===== config.mk =====
export PLATFORM = sky130hd
export DESIGN_NAME = req_priority_encoder_flat
export DESIGN_NICKNAME = d
export VERILOG_FILES = /design/src/rtl/req_priority_encoder_if.sv /design/src/rtl/req_priority_encoder.sv /design/src/flat_wrapper.sv
export SDC_FILE = /design/constraint.sdc
export NUM_CORES = 1
export LEC_CHECK = 0
export CAP_MARGIN = 20
export CORE_AREA = 2 2 39 41
export DETAILED_ROUTE_END_ITERATION = 10
export DIE_AREA = 0 0 41 43
export MAX_ROUTING_LAYER = met4
export PLACE_DENSITY = 0.73
export SLEW_MARGIN = 20
export SYNTH_ARGS = -nofsm -noshare
export SYNTH_HDL_FRONTEND = slang
export SYNTH_SLANG_ARGS = --single-unit

===== constraint.sdc =====
create_clock -name clk -period 3.7 [get_ports clk]
set_clock_uncertainty 0.1 [all_clocks]
set_input_delay 0.555 -clock clk [delete_from_list [all_inputs] [get_ports clk]]
set_output_delay 0.555 -clock clk [all_outputs]
set_load 0.1 [all_outputs]

===== src/rtl/req_priority_encoder_if.sv =====
// Request/offer bundle for req_priority_encoder: request pulses in, one encoded
// index out per valid/ready handshake.
interface req_priority_encoder_if #(
   parameter int N = 4,
   parameter int W = 2
);
   logic [N-1:0] req_i;
   logic         ready_i;
   logic         valid_o;
   logic [W-1:0] idx_o;
   logic [N-1:0] onehot_o;
   logic [N-1:0] pending_o;
   logic         busy_o;

   // Event sources and the consumer drive through master.
   modport master (
      output req_i, ready_i,
      input  valid_o, idx_o, onehot_o, pending_o, busy_o
   );

   modport slave (
      input  req_i, ready_i,
      output valid_o, idx_o, onehot_o, pending_o, busy_o
   );
endinterface


===== src/rtl/req_priority_encoder.sv =====
// Serialises multi-hot request pulses into a stream of binary indices, lowest
// index first, offered one per valid/ready handshake.
module req_priority_encoder #(
   parameter int N = 4,
   parameter int W = 2
) (
   input  logic                  clk,
   input  logic                  rst_n,
   req_priority_encoder_if.slave bus
);

   typedef enum logic {IDLE, OFFER} state_t;

   state_t       state_p1, state_nxt;
   logic [W-1:0] idx_p1, idx_nxt;
   logic [N-1:0] onehot_p1, onehot_nxt;
   logic [N-1:0] pending_p1, pending_nxt;

   logic [N-1:0] cand;
   logic [N-1:0] sel;
   logic [W-1:0] sel_idx;
   logic         load;

   function automatic logic [N-1:0] lowest_onehot(input logic [N-1:0] v);
      return v & (~v + N'(1));
   endfunction

   function automatic logic [W-1:0] lowest_index(input logic [N-1:0] v);
      logic [W-1:0] r;
      r = '0;
      for (int k = N - 1; k >= 0; k--) begin
         if (v[k]) r = W'(k);
      end
      return r;
   endfunction

   assign cand    = pending_p1 | bus.req_i;
   assign sel     = lowest_onehot(cand);
   assign sel_idx = lowest_index(cand);

   always_comb begin
      state_nxt   = state_p1;
      idx_nxt     = idx_p1;
      onehot_nxt  = onehot_p1;
      load        = 1'b0;
      case (state_p1)
         IDLE: begin
            if (cand != '0) begin
               load      = 1'b1;
               state_nxt = OFFER;
            end
         end
         OFFER: begin
            if (bus.ready_i) begin
               if (cand != '0) begin
                  load = 1'b1;
               end else begin
                  // idx is deliberately held; only the one-hot echo is cleared.
                  onehot_nxt = '0;
                  state_nxt  = IDLE;
               end
            end
         end
         default: state_nxt = IDLE;
      endcase
      if (load) begin
         idx_nxt    = sel_idx;
         onehot_nxt = sel;
      end
      pending_nxt = cand & ~(load ? sel : '0);
   end

   // ---- stage p1: offer register and pending set ----
   always_ff @(posedge clk or negedge rst_n) begin
      if (!rst_n) begin
         state_p1   <= IDLE;
         idx_p1     <= '0;
         onehot_p1  <= '0;
         pending_p1 <= '0;
      end else begin
         state_p1   <= state_nxt;
         idx_p1     <= idx_nxt;
         onehot_p1  <= onehot_nxt;
         pending_p1 <= pending_nxt;
      end
   end

   assign bus.valid_o   = (state_p1 == OFFER);
   assign bus.idx_o     = idx_p1;
   assign bus.onehot_o  = onehot_p1;
   assign bus.pending_o = pending_p1;
   assign bus.busy_o    = bus.valid_o | (|pending_p1);

endmodule


===== src/flat_wrapper.sv =====
// flat-port wrapper written by rule: the top's interface ports become plain ports
module req_priority_encoder_flat 
#(
   parameter int N = 4,
   parameter int W = 2
)
  (clk, rst_n, bus_req_i, bus_ready_i, bus_valid_o, bus_idx_o, bus_onehot_o, bus_pending_o, bus_busy_o);
  req_priority_encoder_if #(.N(N), .W(W)) bus_i ();
  input  logic clk;
  input  logic rst_n;
  input wire logic [$bits(bus_i.req_i)-1:0] bus_req_i;
  input wire logic [$bits(bus_i.ready_i)-1:0] bus_ready_i;
  output wire logic [$bits(bus_i.valid_o)-1:0] bus_valid_o;
  output wire logic [$bits(bus_i.idx_o)-1:0] bus_idx_o;
  output wire logic [$bits(bus_i.onehot_o)-1:0] bus_onehot_o;
  output wire logic [$bits(bus_i.pending_o)-1:0] bus_pending_o;
  output wire logic [$bits(bus_i.busy_o)-1:0] bus_busy_o;
  assign bus_i.req_i = bus_req_i;
  assign bus_i.ready_i = bus_ready_i;
  assign bus_valid_o = bus_i.valid_o;
  assign bus_idx_o = bus_i.idx_o;
  assign bus_onehot_o = bus_i.onehot_o;
  assign bus_pending_o = bus_i.pending_o;
  assign bus_busy_o = bus_i.busy_o;
  req_priority_encoder #(.N(N), .W(W)) u_core (.clk(clk), .rst_n(rst_n), .bus(bus_i));
endmodule

## Word-level counts from Yosys, hierarchy flattened

Cells that the tools add are included.

| storage, ports and cells | value |
|---|---|
| register bits | 11 |
| input bits | 7 |
| word-level logic and storage cells | 32 |

| cells by class | value |
|---|---|
| add/sub/neg operators | 1 |
| equality and inequality tests | 1 |
| muxes and demuxes | 14 |
| bitwise gates (word level) | 7 |
| reduce and logical (&&, ||, !) cells | 5 |

Operators by type and width:

| operator | count |
|---|---|
| 2-to-1 mux 4 bit | 5 |
| bitwise AND 4 bit | 2 |
| 2-to-1 mux 2 bit | 4 |
| NOT 4 bit | 2 |
| adder 4 x 1 -> 4 bit (second input constant) | 1 |
| bitwise OR 4 bit | 1 |
| case mux 1 bit (2 select lines) | 2 |
| nonzero test 2 bit | 2 |
| nonzero test 4 bit | 1 |
| OR reduction 4 bit | 1 |
| 2-to-1 mux 1 bit | 3 |
| AND reduction 3 bit | 1 |
| != test 2 x 1 -> 1 bit (second input constant) | 1 |
| NOT 1 bit | 1 |
| bitwise OR 1 bit | 1 |

## Logic depth before layout (Yosys ltp)

Gate-level depths: netlist of the first run.

| logic depth | value |
|---|---|
| depth after elaboration | 8 |
| depth in mapped cells | 4 |

## Least setup slack after synthesis of the first run

Ideal clock, no wire load.

| path | value |
|---|---|
| path type | reg-to-output |
| from | register u_core.pending_p1[2] (netlist: u_core.bus.pending_o[2]) |
| to | output port bus_busy_o |
| arrival time | 1.812 ns |
| required time | 3.045 ns |
| slack | 1.233 ns |
| stages on the path, launching flop included | 3 |
| path buffers | 0 |
| cells stage by stage | dfrtp_1 -> nor3_1 -> nand2_1 |

| on the way | value |
|---|---|
| cells in the longest elaborated chain, start to end | 2 |

RTL lines:

| what | line | text |
|---|---|---|
| from (decl) | req_priority_encoder.sv:17 | `logic [N-1:0] pending_p1, pending_nxt;` |
| from (signal assigned) | req_priority_encoder.sv:84 | `pending_p1 <= pending_nxt;` |
| OR reduction 4 bit | req_priority_encoder.sv:92 | `assign bus.busy_o = bus.valid_o \| (\|pending_p1);` |
| bitwise OR 1 bit | req_priority_encoder.sv:92 |  |
| to (decl) | flat_wrapper.sv:17 | `output wire logic [$bits(bus_i.busy_o)-1:0] bus_busy_o;` |

No other way between the ends.

## Worst setup path after layout of the first run

Ends and elaborated chain as after synthesis.

==> results.ini, run 1 <==
[final_layout]
fill_cells=131
seqCellArea_um2=275
drive_above_1_share_pct=13.9
area_delta_synth_final_pct=40.0
antennaDiodeCount=0
nNetsFinal=80
multi_input_area_um2=265
final_common_cell=clkdlybuf4s50_1
final_cell_mix=18 x clkdlybuf4s50_1, 11 x dfrtp_1, 8 x nor2_1, 4 x a21oi_1, 3 x clkbuf_4

[yosys]
synth_warnings=0
synth_nets=58
synth-compound-area-share_pct=23.5
synthMuxAreaShare_pct=0
synth_top_family_by_area=simple AND/OR/NAND/NOR gates
ys_types=21
synth_xor_area_share_pct=0
syn-cell-area_um2=548
synth-simple-area-share_pct=24.9
synth.top_cell.area_share_pct=50.2
yosysTopAreaCell=dfrtp_1
postSynthAreaPerCell_um2=10.7
synthAdderAreaFrac_pct=0
ys_seq_elements=11
syn_inst=51
yosysSeqAreaShare_pct=50.2
synth.area.top_cells=dfrtp_1 50%, nor4_4 7.8%, nor2_1 5.5%, a21oi_1 3.7%, a21oi_2 3.2%

[die]
core_area_mm2=0.00138
die_area_mm2=0.00176
start_util_pct=39.6
die_w_um=41
rows=14
die_y_um=43
io_pins=19

[routing]
drc=0
drt-pass1-iter-count=4
vias=498
post_drt_wl_per_cell_um=14.8
drtIter0Drc=16
final_antenna_net_count=0
wl_um=1300
via_per_inst=5.66

[worst_setup_path]
path_buf_inv=1
r2r-end=u_core.bus.idx_o[1]
critPathMaxFanout=5
slowest_delay_ns=1.12
crit_chain=nor3_1 -> nand2_1 -> clkdlybuf4s50_1
ff2ff_path_depth=3
cpLargestDelayFamily=buffers and inverters
crit_slowest_cell=clkdlybuf4s50_1
r2r_slack_ns=2.23
start_kind=flop
reg2reg_from=u_core.bus.valid_o
required_ns=3.04
critPathArrivalTime_ns=2.02
critical_path_class=reg2out
endpoint_kind=primary output

[clock_network]
cts_setup_buffers=0
cts_root_buffer=clkbuf_4
cts_tree=built
cts-resized-gates=0
ctsHoldBuffers=0
ctsHtreeMaxLevel=1
numCtsBuffers=3
clk-insertion-delay-late_ns=0.26
clk_pin_slew_ns=0.07
clock_sinks=11
cts_buffer_depth=2

[worst_hold_path]
hold_start=u_core.bus.idx_o[0]
hp-class=reg2reg
min_to=u_core.bus.idx_o[0]
hold_depth=1

[placement]
hpwl_um=1020
gp_congestion=0.752
port-buffer-count=18

[timing]
min_period_ns=2.67
max_freq_ghz=0.374
final.setup.tns_ns=0
fin_crit_sh_pct=72.3
tightest_slew_ns=0.979
whs_ns=0.389
finalHoldViolCount=0
grt_setup_unrepaired=no
slew_viol_final=0
slew_headroom_pct=34.5
setup_viol=0

[power]
leakage_nw=0.287
power_density_mw_per_mm2=412
max-vdd-ir-drop_uv=231

[outcome]
status=finished, final reports clean

[global_route]
antenna_found_initial=0
grt_pass1_vias=447
grt_use_total_pct=18.6
grt_max_degree=12
grt_pass1_wl_um=2090
globalRouteOverflowTotal=0

[flow_run]
maxCapViolCount=0

## sequential cells by signal, indices dropped and copies added, names as in the netlist
name,flops
u_core.bus.onehot_o,4
u_core.bus.pending_o,4
u_core.bus.idx_o,2
u_core.bus.valid_o,1
## how the worst max path moves through the flow
| stage | from | endpoint | slack, ns | depth (start not counted) |
|---|---|---|---|---|
| 6_report | u_core.bus.pending_o[2] | bus_busy_o | 1.03 | 3 |
| 2_1_floorplan | u_core.bus.pending_o[2] | bus_busy_o | 1.23 | 2 |
| 5_1_grt | u_core.bus.pending_o[2] | bus_busy_o | 0.94 | 3 |
| 4_1_cts | u_core.bus.pending_o[2] | bus_busy_o | 1.02 | 3 |
| 3_3_place_gp | u_core.bus.pending_o[2] | bus_busy_o | 1.34 | 3 |
| 3_5_place_dp | u_core.bus.pending_o[2] | bus_busy_o | 1.32 | 3 |
## final cells by class
cell class | instances | area share (%)
clock buffer | 4 | 3.43
tap | 16 | 2.61
sequential | 11 | 35.9
timing repair buffer | 18 | 23.5
multi-input combinational | 39 | 34.6
## cell families after synthesis
family / after synthesis
simple gates: 21
compound gates: 18
flops: 11
buf+inv: 1
## where the power goes
part	switching, W	total [W]	internal (W)
combinational	0.0000724	0.0000985	0.0000261
clock	0.0000408	0.0000825	0.0000417
sequential	0.00000756	0.000135	0.000127
total	0.000121	0.000316	0.000195
## routing by layer
| layer | up-vias | global-route usage (%) | wire, um |
|---|---|---|---|
| met5 | - | - | 0 |
| met4 | 0 | 8.00 | 15 |
| met3 | 3 | 4.71 | 65 |
| met2 | 23 | 26.3 | 690 |
| met1 | 239 | 24.7 | 528 |
| li1 | 233 | - | - |
## Yosys cell counts
cell type / count
nor2b_1: 1
a32oi_1: 2
or2_2: 1
nor4_4: 2
o31ai_2: 1
a32o_1: 1
nand2b_1: 2
nor2_1: 8
dfrtp_1: 11
nor3_1: 2
buf_4: 1
a21oi_1: 4
o21ai_0: 2
o21ai_1: 2
nand2_1: 2
a22oi_1: 1
o22a_1: 2
a21oi_2: 2
a31oi_1: 1
or2_1: 2
and2_4: 1
## through the flow
step | power [W] | std cells | area, um2 | worst slack, ns | util (%)
finish | 0.000316 | 88 | 767 | 1.03 | 55.4
global route | 0.000331 | 88 | 767 | 0.941 | 55.4
CTS | 0.000318 | 88 | 767 | 1.02 | 55.4
detailed placement | 0.000236 | 84 | 741 | 1.32 | 53.5
global placement | 0.000235 | 84 | 741 | 1.34 | 53.5
floorplan | 0.000206 | 51 | 548 | 1.23 | -
No activity file was read; power rests on OpenSTA's default activity.
==> run 2: changes to the inputs <==
--- a/config.mk
+++ b/config.mk
@@ -6,11 +6,11 @@
 export NUM_CORES = 1
 export LEC_CHECK = 0
 export CAP_MARGIN = 20
-export CORE_AREA = 2 2 39 41
+export CORE_AREA = 2 2 41 43
 export DETAILED_ROUTE_END_ITERATION = 10
-export DIE_AREA = 0 0 41 43
+export DIE_AREA = 0 0 43 45
 export MAX_ROUTING_LAYER = met4
-export PLACE_DENSITY = 0.73
+export PLACE_DENSITY = 0.69
 export SLEW_MARGIN = 20
 export SYNTH_ARGS = -nofsm -noshare
 export SYNTH_HDL_FRONTEND = slang
==> constraint.sdc (replaced) <==
create_clock -name clk -period 2.4 [get_ports clk]
set_clock_uncertainty 0.1 [all_clocks]
set_input_delay 0.36 -clock clk [delete_from_list [all_inputs] [get_ports clk]]
set_output_delay 0.36 -clock clk [all_outputs]
set_load 0.1 [all_outputs]
==> results.ini, run 2 (same netlist as run 1, synthesis figures left out) <==
[die]
core_area_mm2=0.00147  ; +6.3%
die_y_um=45  ; +4.7%
start_util_pct=37.2  ; -2.4 points
die_w_um=43  ; +4.9%
io_pins=19  ; unchanged
rows=14  ; unchanged
die_area_mm2=0.00194  ; +9.8%

[timing]
finalHoldViolCount=0  ; unchanged
final.setup.tns_ns=0  ; unchanged
slew_viol_final=0  ; unchanged
min_period_ns=1.71
setup_viol=0  ; unchanged
fin_crit_sh_pct=71.3
whs_ns=0.320  ; -0.0687 ns
grt_setup_unrepaired=no
max_freq_ghz=0.584
slew_headroom_pct=67.2  ; +33 points
tightest_slew_ns=0.491  ; -0.488 ns

[final_layout]
area_delta_synth_final_pct=34.5
final_area_um2=737  ; -3.9%
nNetsFinal=80  ; unchanged
final_cell_mix=12 x buf_4, 11 x dfrtp_1, 8 x nor2_1, 6 x clkdlybuf4s50_1, 4 x a21oi_1
fill_cells=146  ; +11%
drive_above_1_share_pct=30.6  ; +17 points
antennaDiodeCount=0  ; unchanged
final_common_cell=buf_4

[routing]
wl_met2_um=548  ; -21%
post_drt_wl_per_cell_um=13.2  ; -11%
vias=467  ; -6.2%
drt-pass1-iter-count=4  ; unchanged
wl_um=1160  ; -11%
final_antenna_net_count=0  ; unchanged
m1WireLength_um=551  ; +4.4%
via_per_inst=5.31  ; -6.2%
routed.top_layer=met4
drc=0  ; unchanged
drtIter0Drc=7  ; -9
met3_length_um=46  ; -29%

[worst_setup_path]
critPathMaxFanout=6  ; +1
endpoint_kind=primary output
required_ns=1.94  ; -1.10 ns
r2r_slack_ns=0.96  ; -1.27 ns
critical_path_class=reg2out
critPathArrivalTime_ns=1.25  ; -0.77 ns
start_kind=flop

[flow_run]
maxCapViolCount=0  ; unchanged

[global_route]
grt_use_total_pct=14.7  ; -3.9 points
globalRouteOverflowTotal=0  ; unchanged
antenna_found_initial=0  ; unchanged
grt_pass1_wl_um=1890  ; -9.6%
grt_max_degree=12  ; unchanged
grt_pass1_vias=458  ; +2.5%

[clock_network]
cts_setup_buffers=0  ; unchanged
cts_buffer_depth=2  ; unchanged
cts_root_buffer=clkbuf_4
cts_tree=built
numCtsBuffers=3  ; unchanged
ctsHtreeMaxLevel=1  ; unchanged
ctsHoldBuffers=0  ; unchanged
clk-insertion-delay-late_ns=0.27  ; about the same
clock_sinks=11  ; unchanged
cts-resized-gates=0  ; unchanged
clk_pin_slew_ns=0.07  ; about the same

[worst_hold_path]
hp-class=in2async

[placement]
hpwl_um=916  ; -10%
gp_congestion=0.806  ; +7.2%
placed_cell_area_um2=711  ; -4.1%
port-buffer-count=18  ; unchanged

[power]
leakage_nw=0.296  ; +3.2%
max-vdd-ir-drop_uv=315  ; +37%
power_density_mw_per_mm2=653  ; +59%

[outcome]
status=finished, final reports clean

run 2: cell types whose count changed in the layout (fill, tap and decap cells not counted), sizes merged:
cell           change
buf               +12
clkdlybuf4s50     -12
run 2: final cells by class:
cell class | count | area, um2 | area share, %
multi-input combinational | 39 | 265 | 36.0
timing repair buffer | 18 | 150 | 20.4
clock buffer | 4 | 26.3 | 3.57
sequential | 11 | 275 | 37.4
tap | 16 | 20.0 | 2.72
run 2: per-layer routing:
| metal | GRT usage [%] | vias to the layer above |
|---|---|---|
| met4 | 12.1 | 0 |
| met2 | 21.5 | 11 |
| li1 | - | 230 |
| met3 | 4.80 | 2 |
| met1 | 16.4 | 224 |
| met5 | - | - |
run 2: path summary, 6_finish.rpt:
check | end | startpoint | depth (start not counted)
setup / recovery | bus_busy_o | u_core.bus.pending_o[3] | 3
hold / removal | u_core.bus.pending_o[2] | rst_n | 1
setup reg to reg | u_core.bus.idx_o[1] | u_core.bus.valid_o | 3
hold reg to reg | u_core.bus.idx_o[0] | u_core.bus.idx_o[0] | 1
max in group asynchronous | u_core.bus.pending_o[3] | rst_n | 1
min in group clk | u_core.bus.idx_o[0] | u_core.bus.idx_o[0] | 1
run 2: through the flow:
stage               setup slack [ns]  power, W  std cells  util, %
CTS                            0.672  0.000488         88     50.1
global placement               0.635  0.000358         84     48.3
finish                         0.688  0.000481         88     50.1
floorplan                      0.128  0.000317         51        -
detailed placement             0.590  0.000359         84     48.3
global route                   0.589  0.000504         88     50.1
run 2: report_power, final:
part / leakage (nW) / total, W / switching (W) / internal, W
Clock: 0.0150 / 0.000127 / 0.0000626 / 0.0000644
Combinational: 0.155 / 0.000147 / 0.000110 / 0.0000362
Sequential: 0.126 / 0.000208 / 0.0000115 / 0.000196
run 2: worst max-delay path: stages (launching register included):
cell	delay, ns
dfrtp_1	0.46
nor3_1	0.22
nand2_1	0.07
buf_4	0.23
==> RTL edit: new RTL, config.mk and constraints of run 1 <==
`W` is set to 2 in 3 places; all go to 4.
--- a/src/rtl/req_priority_encoder_if.sv
+++ b/src/rtl/req_priority_encoder_if.sv
@@ -3,5 +3,5 @@
 interface req_priority_encoder_if #(
    parameter int N = 4,
-   parameter int W = 2
+   parameter int W = 4
 );
    logic [N-1:0] req_i;
--- a/src/rtl/req_priority_encoder.sv
+++ b/src/rtl/req_priority_encoder.sv
@@ -3,5 +3,5 @@
 module req_priority_encoder #(
    parameter int N = 4,
-   parameter int W = 2
+   parameter int W = 4
 ) (
    input  logic                  clk,
--- a/src/flat_wrapper.sv
+++ b/src/flat_wrapper.sv
@@ -3,5 +3,5 @@
 #(
    parameter int N = 4,
-   parameter int W = 2
+   parameter int W = 4
 )
   (clk, rst_n, bus_req_i, bus_ready_i, bus_valid_o, bus_idx_o, bus_onehot_o, bus_pending_o, bus_busy_o);
Interface: changed (resized bus_idx_o); port bits go from 19 to 21. No check against the original RTL was run, so the function may have changed too.
==> RTL edit against run 1 <==
- cell area increased by 0.98%
- wire length fell by 7.4%
- area after synthesis up 3.4%
- sequential cell count unchanged
- worst setup slack better by 0.0087 ns
- total power increased by 3.8%
- largest cell class unchanged
==> RTL edit: results <==
[grt]
grt_pass1_wl_um = 1970
grt_pass1_vias = 441
grtUsageTotal_pct = 17.5

[cells_and_area]
drive_above_1_share_pct = 13.5
final_nets = 82
fillers = 117

[sta]
worst_hold_slack_ns = 0.391
slew_headroom_pct = 34.5
clock.fmax_mhz = 375

[place]
dp_hpwl_um = 884
place_ws_ns = 1.35
portBuffers = 18
gp_congestion = 0.756

[critical_path]
critPathKind = reg -> out
critPathLaunchType = register
worstPathMaxFanout = 8

[yosys]
synth.area.top_cells = dfrtp_1 (49%), nor4_4 (7.5%), nor2_1 (5.3%)
synth_commonest_cells = dfrtp_1 (11), nor2_1 (8), a21oi_1 (4)
synthDistinctLibCells = 22
yosysSeqAreaShare_pct = 48.6

[routing]
num_vias = 472
drt-total-wl_um = 1200
first_iter_violations = 7

[run_status]
run_status = finished clean

[power]
switchingPower_uw = 133
leakage_uw = 0.000293
ir_drop_mv = 0.201

[clock_tree]
clk_path_buf_depth = 2
clock_latency_ns = 0.28
RTL edit: changes by cell type in the layout (fill, tap and decap cells not counted), sizes merged:
cell / run 1 / this run
conb: 0 / 2
RTL edit: through the flow:
step | instances | total power, uW | cell area (um2)
2_1_floorplan | 55 | 216 | 571
3_3_place_gp | 86 | 244 | 748
3_5_place_dp | 86 | 244 | 748
4_1_cts | 90 | 329 | 774
5_1_grt | 90 | 340 | 774
6_report | 90 | 328 | 774
RTL edit: layout make-up:
class,instances,area [um2],share of cell area (%)
timing repair buffer,18,180,23.3
clock buffer,4,26.3,3.39
sequential,11,275,35.5
tap,16,20.0,2.58
multi-input combinational,41,273,35.2
RTL edit: kinds of logic (layout without fill, tap and decap cells):
logic type	Yosys count	after routing	synth area share, %
flops	11	11	48.6
other cells	1	2	0.662
compound gates	18	18	22.7
buf+inv	3	22	3.97
simple gates	21	21	24.1
RTL edit: power groups by stage:
| stage | logic [uW] | clock network [uW] | registers [uW] |
|---|---|---|---|
| finish | 107 | 86.4 | 134 |
| CTS | 108 | 86.9 | 134 |
| global route | 112 | 92.8 | 135 |
| global placement | 107 | 0 | 136 |
| detailed placement | 107 | 0 | 137 |
| floorplan | 27.4 | 0 | 189 |
RTL edit: critical path: stages, from the launching register on:
cell and delay [ns]:
dfrtp_1 0.47, nor3_1 0.07, nand2_1 0.07, clkdlybuf4s50_1 1.12
RTL edit: layer usage:
| layer | vias up | wire, um | GRT usage, % |
|---|---|---|---|
| met5 | - | 0 | - |
| li1 | 232 | - | - |
| met2 | 14 | 573 | 23.1 |
| met3 | 3 | 53 | 3.14 |
| met1 | 223 | 552 | 24.4 |
| met4 | 0 | 23 | 10.0 |
